--- src/rtl/lcd_frame_sequencer.sv ---
// Producer for the LCD byte interface: panel init ROM, per-frame CASET/RASET/RAMWR window, RGB565 pixels as two data bytes.
// Optional macro LCD_UNDERRUN_CNT_EN adds underrun_count (filler NOPs pulled while streaming, saturating).
module lcd_frame_sequencer #(
  parameter int          WIDTH            = 240,
  parameter int          HEIGHT           = 320,
  parameter logic [15:0] INIT_DELAY_PULLS = 16'd30000
) (
  input  logic        clk,
  input  logic        rst,
  input  logic        frame_start,
  input  logic [15:0] pixel_data,
  input  logic        pixel_valid,
  output logic        pixel_ready,
  output logic [8:0]  lcd_command_data,
  input  logic        lcd_command_pull,
  output logic        init_done,
  output logic        busy,
  output logic        frame_done
`ifdef LCD_UNDERRUN_CNT_EN
  ,
  output logic [15:0] underrun_count
`endif
);

  typedef enum logic [1:0] {ST_INIT, ST_IDLE, ST_WINDOW, ST_STREAM} state_t;

  localparam logic [31:0] TOTAL = 32'(WIDTH * HEIGHT);
  localparam logic [15:0] EC    = 16'(WIDTH - 1);
  localparam logic [15:0] ER    = 16'(HEIGHT - 1);
  localparam logic [8:0]  NOP   = 9'h100;

  // Index 1 and 3 are the delay slots; they repeat INIT_DELAY_PULLS times.
  function automatic logic [8:0] init_word(input logic [3:0] i);
    case (i)
      4'd0:    init_word = 9'h101;
      4'd1:    init_word = NOP;
      4'd2:    init_word = 9'h111;
      4'd3:    init_word = NOP;
      4'd4:    init_word = 9'h13A;
      4'd5:    init_word = 9'h055;
      4'd6:    init_word = 9'h136;
      4'd7:    init_word = 9'h048;
      default: init_word = 9'h129;
    endcase
  endfunction

  function automatic logic [8:0] win_word(input logic [3:0] i);
    case (i)
      4'd0:    win_word = 9'h12A;
      4'd3:    win_word = {1'b0, EC[15:8]};
      4'd4:    win_word = {1'b0, EC[7:0]};
      4'd5:    win_word = 9'h12B;
      4'd8:    win_word = {1'b0, ER[15:8]};
      4'd9:    win_word = {1'b0, ER[7:0]};
      4'd10:   win_word = 9'h12C;
      default: win_word = 9'h000;
    endcase
  endfunction

  state_t      state_q, state_d;
  logic [8:0]  data_q, data_d;
  logic        filler_q, filler_d;
  logic        is_lo_q, is_lo_d;
  logic [3:0]  idx_q, idx_d;
  logic [15:0] delay_q, delay_d;
  logic [15:0] hold_q, hold_d;
  logic        hold_full_q, hold_full_d;
  logic [31:0] pix_cnt_q, pix_cnt_d;
  logic        init_done_q, init_done_d;
  logic        busy_q, busy_d;
  logic        frame_done_q, frame_done_d;
  logic        pixel_ready_q, pixel_ready_d;
  logic        retire, accept;
  logic [15:0] delay_inc;
  logic [31:0] pix_inc;
  logic [3:0]  idx_nxt;
`ifdef LCD_UNDERRUN_CNT_EN
  logic [15:0] underrun_q, underrun_d;
`endif

  always_comb begin
    state_d       = state_q;
    data_d        = data_q;
    filler_d      = filler_q;
    is_lo_d       = is_lo_q;
    idx_d         = idx_q;
    delay_d       = delay_q;
    hold_d        = hold_q;
    hold_full_d   = hold_full_q;
    pix_cnt_d     = pix_cnt_q;
    init_done_d   = init_done_q;
    frame_done_d  = 1'b0;
    retire        = lcd_command_pull & ~filler_q;
    accept        = pixel_valid & pixel_ready_q;
    delay_inc     = delay_q + 16'd1;
    pix_inc       = pix_cnt_q + 32'd1;
    idx_nxt       = idx_q + 4'd1;
    if (INIT_DELAY_PULLS == 16'd0 && (idx_nxt == 4'd1 || idx_nxt == 4'd3))
      idx_nxt = idx_q + 4'd2;
`ifdef LCD_UNDERRUN_CNT_EN
    underrun_d = underrun_q;
    if (state_q == ST_STREAM && filler_q && lcd_command_pull && underrun_q != 16'hFFFF)
      underrun_d = underrun_q + 16'd1;
`endif

    case (state_q)
      ST_INIT: begin
        if (filler_q) begin
          data_d   = init_word(idx_q);
          filler_d = 1'b0;
        end else if (retire) begin
          if (idx_q == 4'd8) begin
            init_done_d = 1'b1;
            state_d     = ST_IDLE;
            data_d      = NOP;
            filler_d    = 1'b1;
          end else if ((idx_q == 4'd1 || idx_q == 4'd3) && delay_inc != INIT_DELAY_PULLS) begin
            delay_d = delay_inc;
          end else begin
            delay_d = 16'd0;
            idx_d   = idx_nxt;
            data_d  = init_word(idx_nxt);
          end
        end
      end
      ST_IDLE: begin
        if (frame_start) begin
          state_d   = ST_WINDOW;
          idx_d     = 4'd0;
          pix_cnt_d = 32'd0;
        end
      end
      ST_WINDOW: begin
        if (filler_q) begin
          data_d   = win_word(idx_q);
          filler_d = 1'b0;
        end else if (retire) begin
          if (idx_q == 4'd10) begin
            state_d  = ST_STREAM;
            data_d   = NOP;
            filler_d = 1'b1;
            is_lo_d  = 1'b0;
`ifdef LCD_UNDERRUN_CNT_EN
            underrun_d = 16'd0;
`endif
          end else begin
            idx_d  = idx_q + 4'd1;
            data_d = win_word(idx_q + 4'd1);
          end
        end
      end
      default: begin
        // Accept only happens with the hold empty, i.e. while a filler sits in the output register.
        if (accept) begin
          hold_d      = pixel_data;
          hold_full_d = 1'b1;
          data_d      = {1'b0, pixel_data[15:8]};
          filler_d    = 1'b0;
          is_lo_d     = 1'b0;
        end else if (retire) begin
          if (!is_lo_q) begin
            data_d  = {1'b0, hold_q[7:0]};
            is_lo_d = 1'b1;
          end else begin
            hold_full_d = 1'b0;
            pix_cnt_d   = pix_inc;
            is_lo_d     = 1'b0;
            data_d      = NOP;
            filler_d    = 1'b1;
            if (pix_inc == TOTAL) begin
              frame_done_d = 1'b1;
              state_d      = ST_IDLE;
            end
          end
        end
      end
    endcase

    busy_d        = (state_d != ST_IDLE);
    pixel_ready_d = (state_d == ST_STREAM) & ~hold_full_d;
  end

  always_ff @(posedge clk) begin
    if (rst) begin
      state_q       <= ST_INIT;
      data_q        <= NOP;
      filler_q      <= 1'b1;
      is_lo_q       <= 1'b0;
      idx_q         <= 4'd0;
      delay_q       <= 16'd0;
      hold_q        <= 16'd0;
      hold_full_q   <= 1'b0;
      pix_cnt_q     <= 32'd0;
      init_done_q   <= 1'b0;
      busy_q        <= 1'b1;
      frame_done_q  <= 1'b0;
      pixel_ready_q <= 1'b0;
`ifdef LCD_UNDERRUN_CNT_EN
      underrun_q    <= 16'd0;
`endif
    end else begin
      state_q       <= state_d;
      data_q        <= data_d;
      filler_q      <= filler_d;
      is_lo_q       <= is_lo_d;
      idx_q         <= idx_d;
      delay_q       <= delay_d;
      hold_q        <= hold_d;
      hold_full_q   <= hold_full_d;
      pix_cnt_q     <= pix_cnt_d;
      init_done_q   <= init_done_d;
      busy_q        <= busy_d;
      frame_done_q  <= frame_done_d;
      pixel_ready_q <= pixel_ready_d;
`ifdef LCD_UNDERRUN_CNT_EN
      underrun_q    <= underrun_d;
`endif
    end
  end

  assign lcd_command_data = data_q;
  assign pixel_ready      = pixel_ready_q;
  assign init_done        = init_done_q;
  assign busy             = busy_q;
  assign frame_done       = frame_done_q;
`ifdef LCD_UNDERRUN_CNT_EN
  assign underrun_count   = underrun_q;
`endif

endmodule

--- config.mk ---
export PLATFORM = sky130hd
export DESIGN_NAME = lcd_frame_sequencer
export DESIGN_NICKNAME = d
export VERILOG_FILES = /design/src/rtl/lcd_frame_sequencer.sv
export SDC_FILE = /design/constraint.sdc
export NUM_CORES = 1
export LEC_CHECK = 0
export ABC_AREA = 1
export CAP_MARGIN = 20
export CORE_ASPECT_RATIO = 0.6
export CORE_UTILIZATION = 40
export CTS_CLUSTER_SIZE = 12
export DETAILED_ROUTE_END_ITERATION = 12
export GPL_TIMING_DRIVEN = 0
export PLACE_DENSITY = 0.57
export SETUP_SLACK_MARGIN = 0.15
export SLEW_MARGIN = 30
export SYNTH_ARGS = -nofsm -noshare
export SYNTH_HDL_FRONTEND = slang
export SYNTH_SLANG_ARGS = --single-unit
--- constraint.sdc ---
create_clock -name clk -period 6.1 [get_ports clk]
set_clock_uncertainty 0.1 [all_clocks]
set_input_delay 1.83 -clock clk [delete_from_list [all_inputs] [get_ports clk]]
set_output_delay 1.83 -clock clk [all_outputs]
set_load 0.02 [all_outputs]
==> impl_metrics.tcl <==
set metrics [dict create \
    synth_fp_nets 926 \
    die_w_um 154 \
    die_y_um 93.1 \
    cp_top_family "buffers and inverters" \
    final_common_cell "nand2_1" \
    rows 32 \
    hold_end "hold_q[6]" \
    fmax_mhz 244 \
    worstPathMaxFanout 10 \
    ys_types 40 \
    drive_gt1_frac 0.0646 \
    post_cts.repair.setup_buffers 0 \
    met1_usage 0.418 \
    outcome "complete, no violations" \
    ys_seq_area_frac 0.308 \
    layout_common_cells "nand2_1 (271), nor2_1 (130), inv_1 (91)" \
    r2r_cells 11 \
    postSynthCellCount 896 \
    rsz0062_at_grt "no" \
    cts_hold_buffers 0 \
    slowest_delay_ns 0.49 \
    leakage_nw 2.45 \
    nFillCells 1397 \
    worst-setup-path-type "in -> reg" \
    critPathBufInv 6 \
    cp_common_cell "inv_1" \
    synthArstFlopShare 0 \
    critPathArrivalTime_ns 4.21 \
    synth.top_cell.area_share 0.308 \
    period_minus_slack_ns 4.10 \
    cts_max_level 3 \
    multi_input_area_um2 3360 \
    drc_errors 0 \
    place.port_buffers 32 \
    fin_setup_tns_ns 0 \
    cts_resized 0 \
    synth_flop_cell "dfxtp_1" \
    route.vias.total 5764 \
    drt_iter0_markers 649 \
    ant_nets 0 \
    drv_slew 0 \
    post-route-util 0.481 \
    numCtsBuffers 9 \
    synth_area_leaders "dfxtp_1 (31%), nand2_1 (18%), nor2_1 (8.8%), inv_1 (6.2%), a21oi_1 (5.9%)" \
    path_cells "clkdlybuf4s50_1, inv_1, nor2_1, nand2_1, nor2_1, inv_1, nor2_4, inv_1, nand2_1, inv_1, buf_2, a2bb2oi_1, nor2_1" \
    initial_core_util 0.420 \
    cap_viol_max_count 0 \
    grt_pass1_wl_um 26800 \
    routabilityCongestion 0.982 \
    overflow 0 \
    hold_viol_final 0 \
    clk_pin_slew_ns 0.06 \
    ios 34 \
    wl_per_cell_um 15.2 \
    dieArea_um2 14300 \
    busiest_layer "met1" \
    viasPerCell 5.17 \
    final_nets 969 \
    hold_start "hold_q[6]" \
    ys.warnings.count 0 \
    period_share 0.672 \
    finalSetupViolCount 0 \
    synth_edf_count 0 \
    clock-sinks 85 \
    timing.rr.start "idx_q[0]" \
    syn_to_final_growth_pct 14.6 \
    grt_use_met3 0.0589 \
    core_area_um2 13200 \
    clk_latency_ns 0.35 \
    grt_pass1_vias 4890 \
    synth_area_um2 5530 \
    cp-end-kind "flop" \
    startpoint_type "primary input" \
    cts_buffer_depth 2 \
    cts_tree "done" \
    cp_slowest_cell "clkdlybuf4s50_1" \
    grt_antenna_before_repair 0 \
    synth_seq_cells 85 \
    relSlewSlack 0.509 \
    grt_usage 0.242 \
    cts-root-buf "clkbuf_16" \
    gr-usage-met2 0.275 \
    routed_wl_um 16900 \
    seqCellArea_um2 1700 \
    tightestPinTransition_ns 0.730 \
    hpwl_um 13300 \
    yosys.area.top_type "dfxtp_1" \
    diodes 0 \
    hold-path-cell-count 2 \
    grt_max_degree 16 \
    drt-pass1-iter-count 5 \
    r2r_slack_ns 3.08 \
    critical_path_required_ns 6.21 \
    ir_drop_uv 121 \
    syn-mean-instance-area_um2 6.17 \
    hold_path_class "reg -> reg" \
    power_density_nw_per_um2 212 \
]
-- kinds of logic after synthesis --
kind of cell	share of synthesized area
buffers and inverters	0.0851
AOI/OAI and AO/OA	0.123
DFF	0.308
and+or+nand+nor	0.435
adders and majority gates	0.0204
xor gates and xnor gates	0.0285
-- layer usage --
metal | wire [um] | vias to the layer above
met3 | 1550 | 5
li1 | - | 2977
met2 | 5500 | 225
met4 | 67 | 0
met1 | 9780 | 2557
met5 | 0 | -
-- power by group --
| group | internal, mW | leakage (nW) | switching (mW) | total [mW] |
|---|---|---|---|---|
| combinational | 0.0797 | 1.64 | 0.151 | 0.231 |
| sequential | 0.573 | 0.688 | 0.0109 | 0.584 |
| clock | 0.279 | 0.126 | 0.249 | 0.528 |
| total | 0.931 | 2.45 | 0.411 | 1.34 |
-- flip-flops by register name (all words and copies together) (netlist names), 2 cells and up, named ones only --
signal and cells:
delay_q 16, idx_q 4, state_q 2, pix_cnt_q 32, hold_q 8, lcd_command_data 9
-- per-stage QoR --
stage,hold WS [ns],power (mW),instance area [um^2],setup WS (ns),instances
finish,0.358,1.34,6340,2.00,1114
global route,0.396,1.41,6340,1.80,1114
CTS,0.360,1.35,6340,2.07,1114
detailed placement,0.351,0.821,6060,1.70,1098
global placement,0.353,0.824,6060,1.70,1098
floorplan,0.325,0.742,5530,2.81,896
-- area by class of cell --
class | count | area share
Multi-Input combinational cell | 688 | 0.530
Sequential cell | 85 | 0.269
Inverter | 104 | 0.0618
Timing Repair Buffer | 32 | 0.0506
Clock buffer | 10 | 0.0361
Tap cell | 170 | 0.0336
Buffer | 19 | 0.0124
Clock inverter | 6 | 0.00711
-- cell usage after synthesis, drive strengths merged, types with 4 or more instances --
master,n
o211ai,5
inv,101
a22oi,4
nor3,24
buf,6
a21oi,66
o21bai,4
ha,9
nor2,139
clkbuf,13
nand3b,10
o21ai,30
xnor2,5
nand2,279
nand4,16
nand3,70
xor2,13
dfxtp,85
-- worst max path at each step --
stage / endpoint / cells past startpoint / start / slack (ns)
finish: pix_cnt_q[15] / 13 / lcd_command_pull / 2.00
global route: pix_cnt_q[15] / 13 / lcd_command_pull / 1.80
CTS: pix_cnt_q[3] / 13 / lcd_command_pull / 2.07
detailed placement: pix_cnt_q[15] / 13 / lcd_command_pull / 1.70
global placement: pix_cnt_q[3] / 13 / lcd_command_pull / 1.70
floorplan: pix_cnt_q[15] / 12 / lcd_command_pull / 2.81
-- worst register-to-register path, stage by stage (launching register included) --
cell and delay [ns]:
dfxtp_1 0.53, inv_1 0.23, ha_1 0.25, nand3_1 0.24
inv_1 0.19, a221oi_4 0.55, nand3_2 0.20, nand3_4 0.16
inv_2 0.05, ha_1 0.30, inv_1 0.06, nor2_1 0.04
No activity file was read; power rests on OpenSTA's default activity.
